$ cat src/rtl/mips_ctrl_pkg.sv
// Shared definitions for the multi-cycle MIPS-subset control unit:
// opcodes, the FSM state encoding, ALU operation classes, mux selects
// and the packed control-strobe bundle driven by ctrl_out_decode.
package mips_ctrl_pkg;

  localparam int OP_W = 6;
  localparam int ST_W = 4;

  // Supported opcodes
  localparam logic [OP_W-1:0] OP_R    = 6'b000000;
  localparam logic [OP_W-1:0] OP_J    = 6'b000010;
  localparam logic [OP_W-1:0] OP_BEQ  = 6'b000100;
  localparam logic [OP_W-1:0] OP_ADDI = 6'b001000;
  localparam logic [OP_W-1:0] OP_SLTI = 6'b001010;
  localparam logic [OP_W-1:0] OP_LW   = 6'b100011;
  localparam logic [OP_W-1:0] OP_SW   = 6'b101011;

  // Operation classes consumed by ALU_Ctrl
  localparam logic [2:0] ALU_ADD   = 3'b000;
  localparam logic [2:0] ALU_SUB   = 3'b001;
  localparam logic [2:0] ALU_RTYPE = 3'b010;
  localparam logic [2:0] ALU_ADDI  = 3'b100;
  localparam logic [2:0] ALU_SLTI  = 3'b111;

  // ALU B-operand select
  localparam logic [1:0] SRCB_RT     = 2'd0;
  localparam logic [1:0] SRCB_FOUR   = 2'd1;
  localparam logic [1:0] SRCB_IMM    = 2'd2;
  localparam logic [1:0] SRCB_IMM_SH = 2'd3;

  // PC source select
  localparam logic [1:0] PCSRC_ALU    = 2'd0;
  localparam logic [1:0] PCSRC_ALUOUT = 2'd1;
  localparam logic [1:0] PCSRC_JUMP   = 2'd2;

  typedef enum logic [ST_W-1:0] {
    S_FETCH  = 4'd0,
    S_DECODE = 4'd1,
    S_MEMADR = 4'd2,
    S_MEMRD  = 4'd3,
    S_MEMWB  = 4'd4,
    S_MEMWR  = 4'd5,
    S_REXEC  = 4'd6,
    S_RWB    = 4'd7,
    S_BRANCH = 4'd8,
    S_JUMP   = 4'd9,
    S_IEXEC  = 4'd10,
    S_IWB    = 4'd11,
    S_TRAP   = 4'd12
  } state_t;

  // Datapath control strobes for one cycle
  typedef struct packed {
    logic       pc_write;
    logic       pc_write_cond;
    logic [1:0] pc_src;
    logic       i_or_d;
    logic       mem_read;
    logic       mem_write;
    logic       ir_write;
    logic       reg_write;
    logic       reg_dst;
    logic       mem_to_reg;
    logic       alu_src_a;
    logic [1:0] alu_src_b;
    logic [2:0] alu_op;
    logic       illegal;
  } ctrl_t;

  // True for the opcodes this core implements
  function automatic logic op_supported(input logic [OP_W-1:0] op);
    return (op == OP_R)    || (op == OP_J)    || (op == OP_BEQ) ||
           (op == OP_ADDI) || (op == OP_SLTI) || (op == OP_LW)  ||
           (op == OP_SW);
  endfunction

endpackage

$ cat src/rtl/ctrl_out_decode.sv
// Combinational strobe decoder: current state plus opcode (live in DECODE,
// latched afterwards) and memory ready -> control strobe bundle.
// The TRAP state decodes only when MULTICYCLE_ILLEGAL_TRAP_EN is defined;
// otherwise encoding 12 is treated like the other unused encodings.
import mips_ctrl_pkg::*;

module ctrl_out_decode (
  input  state_t          i_state,
  input  logic [OP_W-1:0] i_op,
  input  logic            i_mem_ready,
  output ctrl_t           o_ctrl
);

  // Per-state strobes; anything not set for a state stays 0
  always_comb begin
    o_ctrl = '0;
    case (i_state)
      S_FETCH: begin
        o_ctrl.mem_read  = 1'b1;
        o_ctrl.alu_src_b = SRCB_FOUR;
        o_ctrl.alu_op    = ALU_ADD;
        o_ctrl.pc_src    = PCSRC_ALU;
        // IR and PC load only in the cycle the fetch completes
        o_ctrl.ir_write  = i_mem_ready;
        o_ctrl.pc_write  = i_mem_ready;
      end
      S_DECODE: begin
        o_ctrl.alu_src_b = SRCB_IMM_SH;
        o_ctrl.alu_op    = ALU_ADD;
        o_ctrl.illegal   = !op_supported(i_op);
      end
      S_MEMADR: begin
        o_ctrl.alu_src_a = 1'b1;
        o_ctrl.alu_src_b = SRCB_IMM;
        o_ctrl.alu_op    = ALU_ADD;
      end
      S_MEMRD: begin
        o_ctrl.mem_read = 1'b1;
        o_ctrl.i_or_d   = 1'b1;
      end
      S_MEMWB: begin
        o_ctrl.reg_write  = 1'b1;
        o_ctrl.mem_to_reg = 1'b1;
      end
      S_MEMWR: begin
        o_ctrl.mem_write = 1'b1;
        o_ctrl.i_or_d    = 1'b1;
      end
      S_REXEC: begin
        o_ctrl.alu_src_a = 1'b1;
        o_ctrl.alu_src_b = SRCB_RT;
        o_ctrl.alu_op    = ALU_RTYPE;
      end
      S_RWB: begin
        o_ctrl.reg_write = 1'b1;
        o_ctrl.reg_dst   = 1'b1;
      end
      S_BRANCH: begin
        o_ctrl.alu_src_a     = 1'b1;
        o_ctrl.alu_src_b     = SRCB_RT;
        o_ctrl.alu_op        = ALU_SUB;
        o_ctrl.pc_write_cond = 1'b1;
        o_ctrl.pc_src        = PCSRC_ALUOUT;
      end
      S_JUMP: begin
        o_ctrl.pc_write = 1'b1;
        o_ctrl.pc_src   = PCSRC_JUMP;
      end
      S_IEXEC: begin
        o_ctrl.alu_src_a = 1'b1;
        o_ctrl.alu_src_b = SRCB_IMM;
        o_ctrl.alu_op    = (i_op == OP_SLTI) ? ALU_SLTI : ALU_ADDI;
      end
      S_IWB: begin
        o_ctrl.reg_write = 1'b1;
      end
`ifdef MULTICYCLE_ILLEGAL_TRAP_EN
      S_TRAP: begin
        o_ctrl.illegal = 1'b1;
      end
`endif
      default: begin
        // Unused encoding: flag it for the single cycle before recovery
        o_ctrl.illegal = 1'b1;
      end
    endcase
  end

endmodule

$ cat src/rtl/multicycle_ctrl.sv
// Main control FSM of the multi-cycle MIPS-subset CPU. Holds the state
// register, the opcode latch and next-state logic; strobes come from
// ctrl_out_decode. Optional macro MULTICYCLE_ILLEGAL_TRAP_EN sends an
// unsupported opcode to a halting TRAP state instead of treating it as a NOP.
// Memory handshake: a request (mem_read_o/mem_write_o) is held until the
// cycle mem_ready_i=1, which completes it; mem_ready_i is ignored elsewhere.
import mips_ctrl_pkg::*;

module multicycle_ctrl (
  input  logic            clk_i,
  input  logic            rst_i,
  input  logic [OP_W-1:0] instr_op_i,
  input  logic            mem_ready_i,
  output logic            pc_write_o,
  output logic            pc_write_cond_o,
  output logic [1:0]      pc_src_o,
  output logic            i_or_d_o,
  output logic            mem_read_o,
  output logic            mem_write_o,
  output logic            ir_write_o,
  output logic            reg_write_o,
  output logic            reg_dst_o,
  output logic            mem_to_reg_o,
  output logic            alu_src_a_o,
  output logic [1:0]      alu_src_b_o,
  output logic [2:0]      alu_op_o,
  output logic            illegal_o,
  output logic [ST_W-1:0] state_o
);

  state_t          r_state;
  state_t          w_next;
  logic [OP_W-1:0] r_op;
  logic [OP_W-1:0] w_op;
  ctrl_t           w_ctrl;
  ctrl_t           w_ctrl_out;

  // Opcode is only valid on the bus during DECODE; later states use the latch
  assign w_op = (r_state == S_DECODE) ? instr_op_i : r_op;

  // State register and opcode latch
  always_ff @(posedge clk_i or posedge rst_i) begin
    if (rst_i) begin
      r_state <= S_FETCH;
      r_op    <= '0;
    end else begin
      r_state <= w_next;
      if (r_state == S_DECODE) r_op <= instr_op_i;
    end
  end

  // Next-state logic
  always_comb begin
    w_next = S_FETCH;
    case (r_state)
      S_FETCH:  w_next = mem_ready_i ? S_DECODE : S_FETCH;
      S_DECODE: begin
        case (instr_op_i)
          OP_LW, OP_SW:     w_next = S_MEMADR;
          OP_R:             w_next = S_REXEC;
          OP_BEQ:           w_next = S_BRANCH;
          OP_J:             w_next = S_JUMP;
          OP_ADDI, OP_SLTI: w_next = S_IEXEC;
`ifdef MULTICYCLE_ILLEGAL_TRAP_EN
          default:          w_next = S_TRAP;
`else
          default:          w_next = S_FETCH;
`endif
        endcase
      end
      S_MEMADR: w_next = (r_op == OP_LW) ? S_MEMRD : S_MEMWR;
      S_MEMRD:  w_next = mem_ready_i ? S_MEMWB : S_MEMRD;
      S_MEMWB:  w_next = S_FETCH;
      S_MEMWR:  w_next = mem_ready_i ? S_FETCH : S_MEMWR;
      S_REXEC:  w_next = S_RWB;
      S_RWB:    w_next = S_FETCH;
      S_BRANCH: w_next = S_FETCH;
      S_JUMP:   w_next = S_FETCH;
      S_IEXEC:  w_next = S_IWB;
      S_IWB:    w_next = S_FETCH;
`ifdef MULTICYCLE_ILLEGAL_TRAP_EN
      S_TRAP:   w_next = S_TRAP;
`endif
      default:  w_next = S_FETCH;
    endcase
  end

  ctrl_out_decode u_decode (
    .i_state     (r_state),
    .i_op        (w_op),
    .i_mem_ready (mem_ready_i),
    .o_ctrl      (w_ctrl)
  );

  // Everything is held low while reset is asserted, including FETCH's read
  assign w_ctrl_out = rst_i ? '0 : w_ctrl;

  assign pc_write_o      = w_ctrl_out.pc_write;
  assign pc_write_cond_o = w_ctrl_out.pc_write_cond;
  assign pc_src_o        = w_ctrl_out.pc_src;
  assign i_or_d_o        = w_ctrl_out.i_or_d;
  assign mem_read_o      = w_ctrl_out.mem_read;
  assign mem_write_o     = w_ctrl_out.mem_write;
  assign ir_write_o      = w_ctrl_out.ir_write;
  assign reg_write_o     = w_ctrl_out.reg_write;
  assign reg_dst_o       = w_ctrl_out.reg_dst;
  assign mem_to_reg_o    = w_ctrl_out.mem_to_reg;
  assign alu_src_a_o     = w_ctrl_out.alu_src_a;
  assign alu_src_b_o     = w_ctrl_out.alu_src_b;
  assign alu_op_o        = w_ctrl_out.alu_op;
  assign illegal_o       = w_ctrl_out.illegal;
  assign state_o         = rst_i ? '0 : r_state;

endmodule

$ cat config.mk
export PLATFORM = sky130hd
export DESIGN_NAME = multicycle_ctrl
export DESIGN_NICKNAME = d
export VERILOG_FILES = /design/src/rtl/mips_ctrl_pkg.sv /design/src/rtl/ctrl_out_decode.sv /design/src/rtl/multicycle_ctrl.sv
export SDC_FILE = /design/constraint.sdc
export NUM_CORES = 1
export LEC_CHECK = 0
export BUFFER_PORTS_ARGS = -buffer_cell sky130_fd_sc_hd__buf_2
export CAP_MARGIN = 20
export CORE_MARGIN = 1.5
export CORE_UTILIZATION = 53
export DETAILED_ROUTE_END_ITERATION = 10
export MAX_ROUTING_LAYER = met4
export PLACE_DENSITY = 0.79
export SETUP_SLACK_MARGIN = 0.05
export SLEW_MARGIN = 20
export SYNTH_ARGS = -nofsm -noshare
export SYNTH_HDL_FRONTEND = slang
export SYNTH_SLANG_ARGS = --single-unit
$ cat constraint.sdc
create_clock -name clk_i -period 2.2 [get_ports clk_i]
set_input_delay 0.33 -clock clk_i [delete_from_list [all_inputs] [get_ports clk_i]]
set_output_delay 0.33 -clock clk_i [all_outputs]
set_load 0.02 [all_outputs]
Word level (Yosys, flattened, before mapping):

Index checks and enable logic that the tools add are counted.
Widths: inputs -> output; s select.

* bits in registers: 10
* input port bits: 9

* eq/ne operators: 24
* muxes and demuxes: 23
* reduce and logical (&&, ||, !) cells: 17

Operators by type and width (count)
* $eq 6x6->1 const B: 5
* $pmux 5 s6: 1
* $pmux 4 s7: 1
* $eq 6x4->1 const B: 4
* $pmux 4 s5: 1
* $mux 18: 1
* $eq 4x3->1 const B: 4
* $eq 4x4->1 const B: 4
* $eq 6x2->1 const B: 2
* $eq 6x3->1 const B: 2
* $logic_not 6->1: 2
* $reduce_or 11->1: 1
* $mux 1: 10
* $mux 3: 3
* $eq 4x2->1 const B: 2
* $reduce_or 2->1: 4
* $logic_or 1x1->1: 6
* $mux 6: 1
* $eq 4x1->1 const B: 1
* $logic_not 4->1: 1
* $mux 4: 1
* $pmux 1 s2: 2
* $pmux 2 s2: 1
* $reduce_or 4->1: 1
* 3 further kinds: 3

Longest topological paths before layout:

* word-level depth: 12
* gate-level depth with buffers: 6

Modules after synthesis:

From an unflattened synthesis, not the netlist that was laid out.

* cell total of the unflattened synthesis: 121
* area total of the unflattened synthesis: 1024.7 µm²

By module, submodules not included
* multicycle_ctrl: instances 1, cells an instance 78, area each 726.9 µm²
* ctrl_out_decode: instances 1, cells an instance 43, area each 297.8 µm²

Least setup slack after synthesis:

No wires, ideal clock.

* kind: reg2out
* start: reg r_state[1]
* end: out pc_write_o
* arrival: 1863 ps
* required time: 1870 ps
* slack: 7 ps
* stages on the path, launching flop included: 5
* path buffers: 1
* path through: dfrtp_1 -> buf_6 -> nor4_1 -> and3b_1 -> or2_2

* word-level cells in the longest chain between the ends: 3
* elaborated cells between the ends (all ways): 4

Ends and longest elaborated chain
* from (decl): RTL line multicycle_ctrl.sv:31 `state_t r_state;`
* from (signal assigned): RTL line multicycle_ctrl.sv:47 `r_state <= w_next;`
* $eq 4x4->1 / $logic_not 4->1 (equally long branches): RTL line ctrl_out_decode.sv:17 `case (i_state)`
* $pmux 1 s2 (*): RTL line ctrl_out_decode.sv:17
* $mux 18 (*): RTL line multicycle_ctrl.sv:96 `assign w_ctrl_out = rst_i ? '0 : w_ctrl;`
* to (decl): RTL line multicycle_ctrl.sv:14 `output logic pc_write_o,`

Mark *: on every way between the ends. The rest lies on a longest branch, timed or not.

Worst setup path after layout:

* start: reg r_state[1]
* end: out illegal_o

* word-level cells in the longest chain between the ends: 12
* elaborated cells between the ends (all ways): 30

Ends and longest elaborated chain
* $eq 4x1->1: RTL line ctrl_out_decode.sv:17, multicycle_ctrl.sv:39
* $mux 6
* $eq 6x2->1 / $logic_not 6->1 (equally long branches): RTL line mips_ctrl_pkg.sv:72 `return (op == OP_R) || (op == OP_J) || (op == OP_BEQ) ||`
* $logic_or 1x1->1 (3 in series): RTL line mips_ctrl_pkg.sv:72
* $logic_or 1x1->1 (3 in series): RTL line mips_ctrl_pkg.sv:73 `(op == OP_ADDI) || (op == OP_SLTI) || (op == OP_LW) ||`
* $logic_not 1->1: RTL line ctrl_out_decode.sv:30 `o_ctrl.illegal = !op_supported(i_op);`
* $pmux 1 s2 (*): RTL line ctrl_out_decode.sv:17
* $mux 18 (*): RTL line multicycle_ctrl.sv:96
* to (decl): RTL line multicycle_ctrl.sv:27 `output logic illegal_o,`

Marked as above.

==> results_dict.tcl <==
set metrics [dict create \
    status "finished clean" \
    die_h_microns 45.4 \
    cts_hold_buf 0 \
    worstHoldPathType "in -> async" \
    cts_tree "done" \
    yosysSeqAreaShare_pct 26.2 \
    end_kind "output port" \
    avgSynthCellArea_sq_um 8.44 \
    tritoncts.num_buffers 3 \
    power_mw 0.903 \
    synth_edf_count 0 \
    hold_viol 0 \
    track_usage_pct 26.4 \
    crit_type "reg -> out" \
    grt_overflow 0 \
    skew_ns 0.000489 \
    dpl.hpwl_microns 1720 \
    drive_gt1_share_pct 41.0 \
    synth_top_cells_by_area "dfrtp_1, mux2_2, nor2b_1, nor2_1, nand2b_1" \
    p_leak_nw 0.532 \
    pwr-share-clk_pct 19.0 \
    gp_congestion 0.884 \
    routed_wl_microns 2460 \
    post-route-min-period_ns 2.09 \
    cp_data_required_time_ns 1.87 \
    start_kind "register" \
    netlist_area_sq_um 953 \
    fmax_mhz 478 \
    antenna_found_initial 0 \
    ant_nets 0 \
    intPower_mw 0.543 \
    detail_route.wl_per_cell_microns 14.5 \
    fin_crit_sh_pct 95.1 \
    syn_nets 122 \
    grt_pass1_vias 805 \
    slew-limit-headroom_pct 67.6 \
    rsz0062_at_grt "true" \
    place_ws_ns 0.300 \
    hold_ws_ns 0.176 \
    pin_count 31 \
    setup_viol_count_final 0 \
    start_util_pct 55.8 \
    switchingPower_mw 0.360 \
    yosysWarningCount 0 \
    clkTransAtPathRegs_ns 0.07 \
    tightest_slew_ns 0.484 \
    firstDrtPassIters 4 \
    dieArea_sq_mm 0.00206 \
    routed_via_density 5.99 \
    vdd_drop_max_mv 0.667 \
    p_sw_share_pct 39.8 \
    synthCells 113 \
    fp-row-count 15 \
    tns_ns 0 \
    cp-startpoint "r_state[1]$_DFF_PP0_" \
    htreeDepth 1 \
    critPathMaxFanout 7 \
    nFillCells 149 \
    synth.largest_area_cell "dfrtp_1" \
    clkSinkCount 10 \
    io_buffers 30 \
    synth_seq_cells 10 \
    async_reset_ff_share_pct 100 \
    grt_max_degree 24 \
    clk_latency_ns 0.28 \
    grt_pass1_wl_microns 3820 \
    drc 0 \
    r2r_slack_ns 0.57 \
    syn2layout_area_growth_pct 24.0 \
    vias 1012 \
    drtIter0Drc 32 \
    pwr-share-seq_pct 35.7 \
    cap_violations 0 \
    r2r-end "r_state[2]$_DFF_PP0_" \
    core_area_sq_mm 0.00171 \
    yosysUniqueCellTypes 40 \
    antenna_cells 0 \
    rr_worst_depth 5 \
    power_density_mw_per_mm2 763 \
    reg2reg_from "r_state[1]$_DFF_PP0_" \
    num-nets-final 154 \
    synth.top_cell.area_share_pct 26.2 \
    cts_root_buf "clkbuf_4" \
    pwr-share-comb_pct 45.3 \
    final_core_util_pct 69.2 \
    cp.arrival_ns 1.76 \
    slew_violations 0 \
    ys.flop_type "dfrtp_1" \
    cts_max_path_buffers 2 \
    worst_slack_ns 0.109 \
    die_w_microns 45.4 \
]
## registers in the layout (all words and copies together), names as in the netlist
| signal | flops |
|---|---|
| r_state | 4 |
| r_op | 6 |
## cell usage in the layout (no fill, tap or decap), types with 2 or more instances in the layout
cell | synthesis | final
buf_2 | 5 | 29
o221ai_1 | 2 | 2
nand2b_1 | 6 | 5
buf_4 | 2 | 9
nand2_1 | 7 | 7
clkbuf_4 | 0 | 3
mux2_2 | 7 | 7
a21oi_1 | 3 | 3
nor3_1 | 7 | 7
a211oi_1 | 2 | 2
or2_2 | 2 | 2
dfrtp_1 | 10 | 9
o32a_1 | 2 | 2
nand3_1 | 2 | 2
xnor2_1 | 2 | 2
nor3b_1 | 4 | 4
nor2_1 | 12 | 11
o211ai_1 | 2 | 2
o21ai_0 | 4 | 4
nor2b_1 | 8 | 8
## stage by stage
| stage | cell area [sq um] | cells |
|---|---|---|
| after global routing | 1180 | 169 |
| final | 1180 | 169 |
| after detailed placement | 1120 | 163 |
| after CTS | 1150 | 167 |
| after floorplan | 960 | 113 |
| after global placement | 1120 | 163 |
## layer usage
layer / track usage (%) / wire, microns / vias to the layer above
li1: - / - / 482
met1: 36.0 / 1030 / 472
met2: 40.8 / 1190 / 53
met3: 4.76 / 206 / 5
met4: 5.88 / 34 / 0
met5: - / 0 / -
## kinds of logic after synthesis
kind of cell | synth area share [%]
buffers and inverters | 7.74
adder cells (fa/ha/maj) | 1.05
multiplexers | 8.27
XOR/XNOR | 2.76
AND/OR/NAND/NOR | 34.1
AO/OA/AOI/OAI | 19.8
flip-flops | 26.2
## cells in the mapped netlist, drive strengths merged (2+ instances only)
cell type / n
a211oi: 2
a21oi: 3
buf: 9
clkbuf: 2
dfrtp: 10
mux2: 7
nand2: 7
nand2b: 6
nand3: 2
nor2: 12
nor2b: 8
nor3: 8
nor3b: 4
nor4: 2
nor4b: 2
o211ai: 2
o21ai: 4
o221ai: 2
o32a: 2
or2: 2
xnor2: 2
## worst max path at each step
stage	slack, ns	to
3_5_place_dp	0.30	illegal_o
3_3_place_gp	0.32	illegal_o
5_1_grt	0.04	illegal_o
2_1_floorplan	0.19	mem_read_o
6_report	0.11	illegal_o
4_1_cts	0.06	illegal_o
## repair_timing
action	in CTS	in global routing
buffers inserted	0	2
endpoints found under the hold margin	0	0
pin swaps	1	2
endpoints found under the setup margin	1	2
gates resized for setup	1	4
## power by group through the flow
stage                     Sequential, mW  Combinational, mW  Clock (mW)
after floorplan                    0.291              0.307           0
after global placement             0.309              0.378           0
after detailed placement           0.310              0.384           0
after CTS                          0.312              0.389       0.173
after global routing               0.327              0.443       0.179
final                              0.322              0.409       0.171
## final cells by class
cell class,count,area (sq um),area share [%]
tap,25,31.3,2.65
inverter,1,3.75,0.317
sequential,10,251,21.3
timing repair buffer,38,213,18.0
clock buffer,4,36.3,3.07
multi-input combinational,91,647,54.7
## critical path, cell delays in order, from the launching register on
cell and delay [ns]:
dfrtp_2 0.44, nand2b_2 0.27, o31a_1 0.27, o32ai_1 0.20
a221oi_2 0.12, buf_4 0.17
Power figures use the tool's default switching activity.
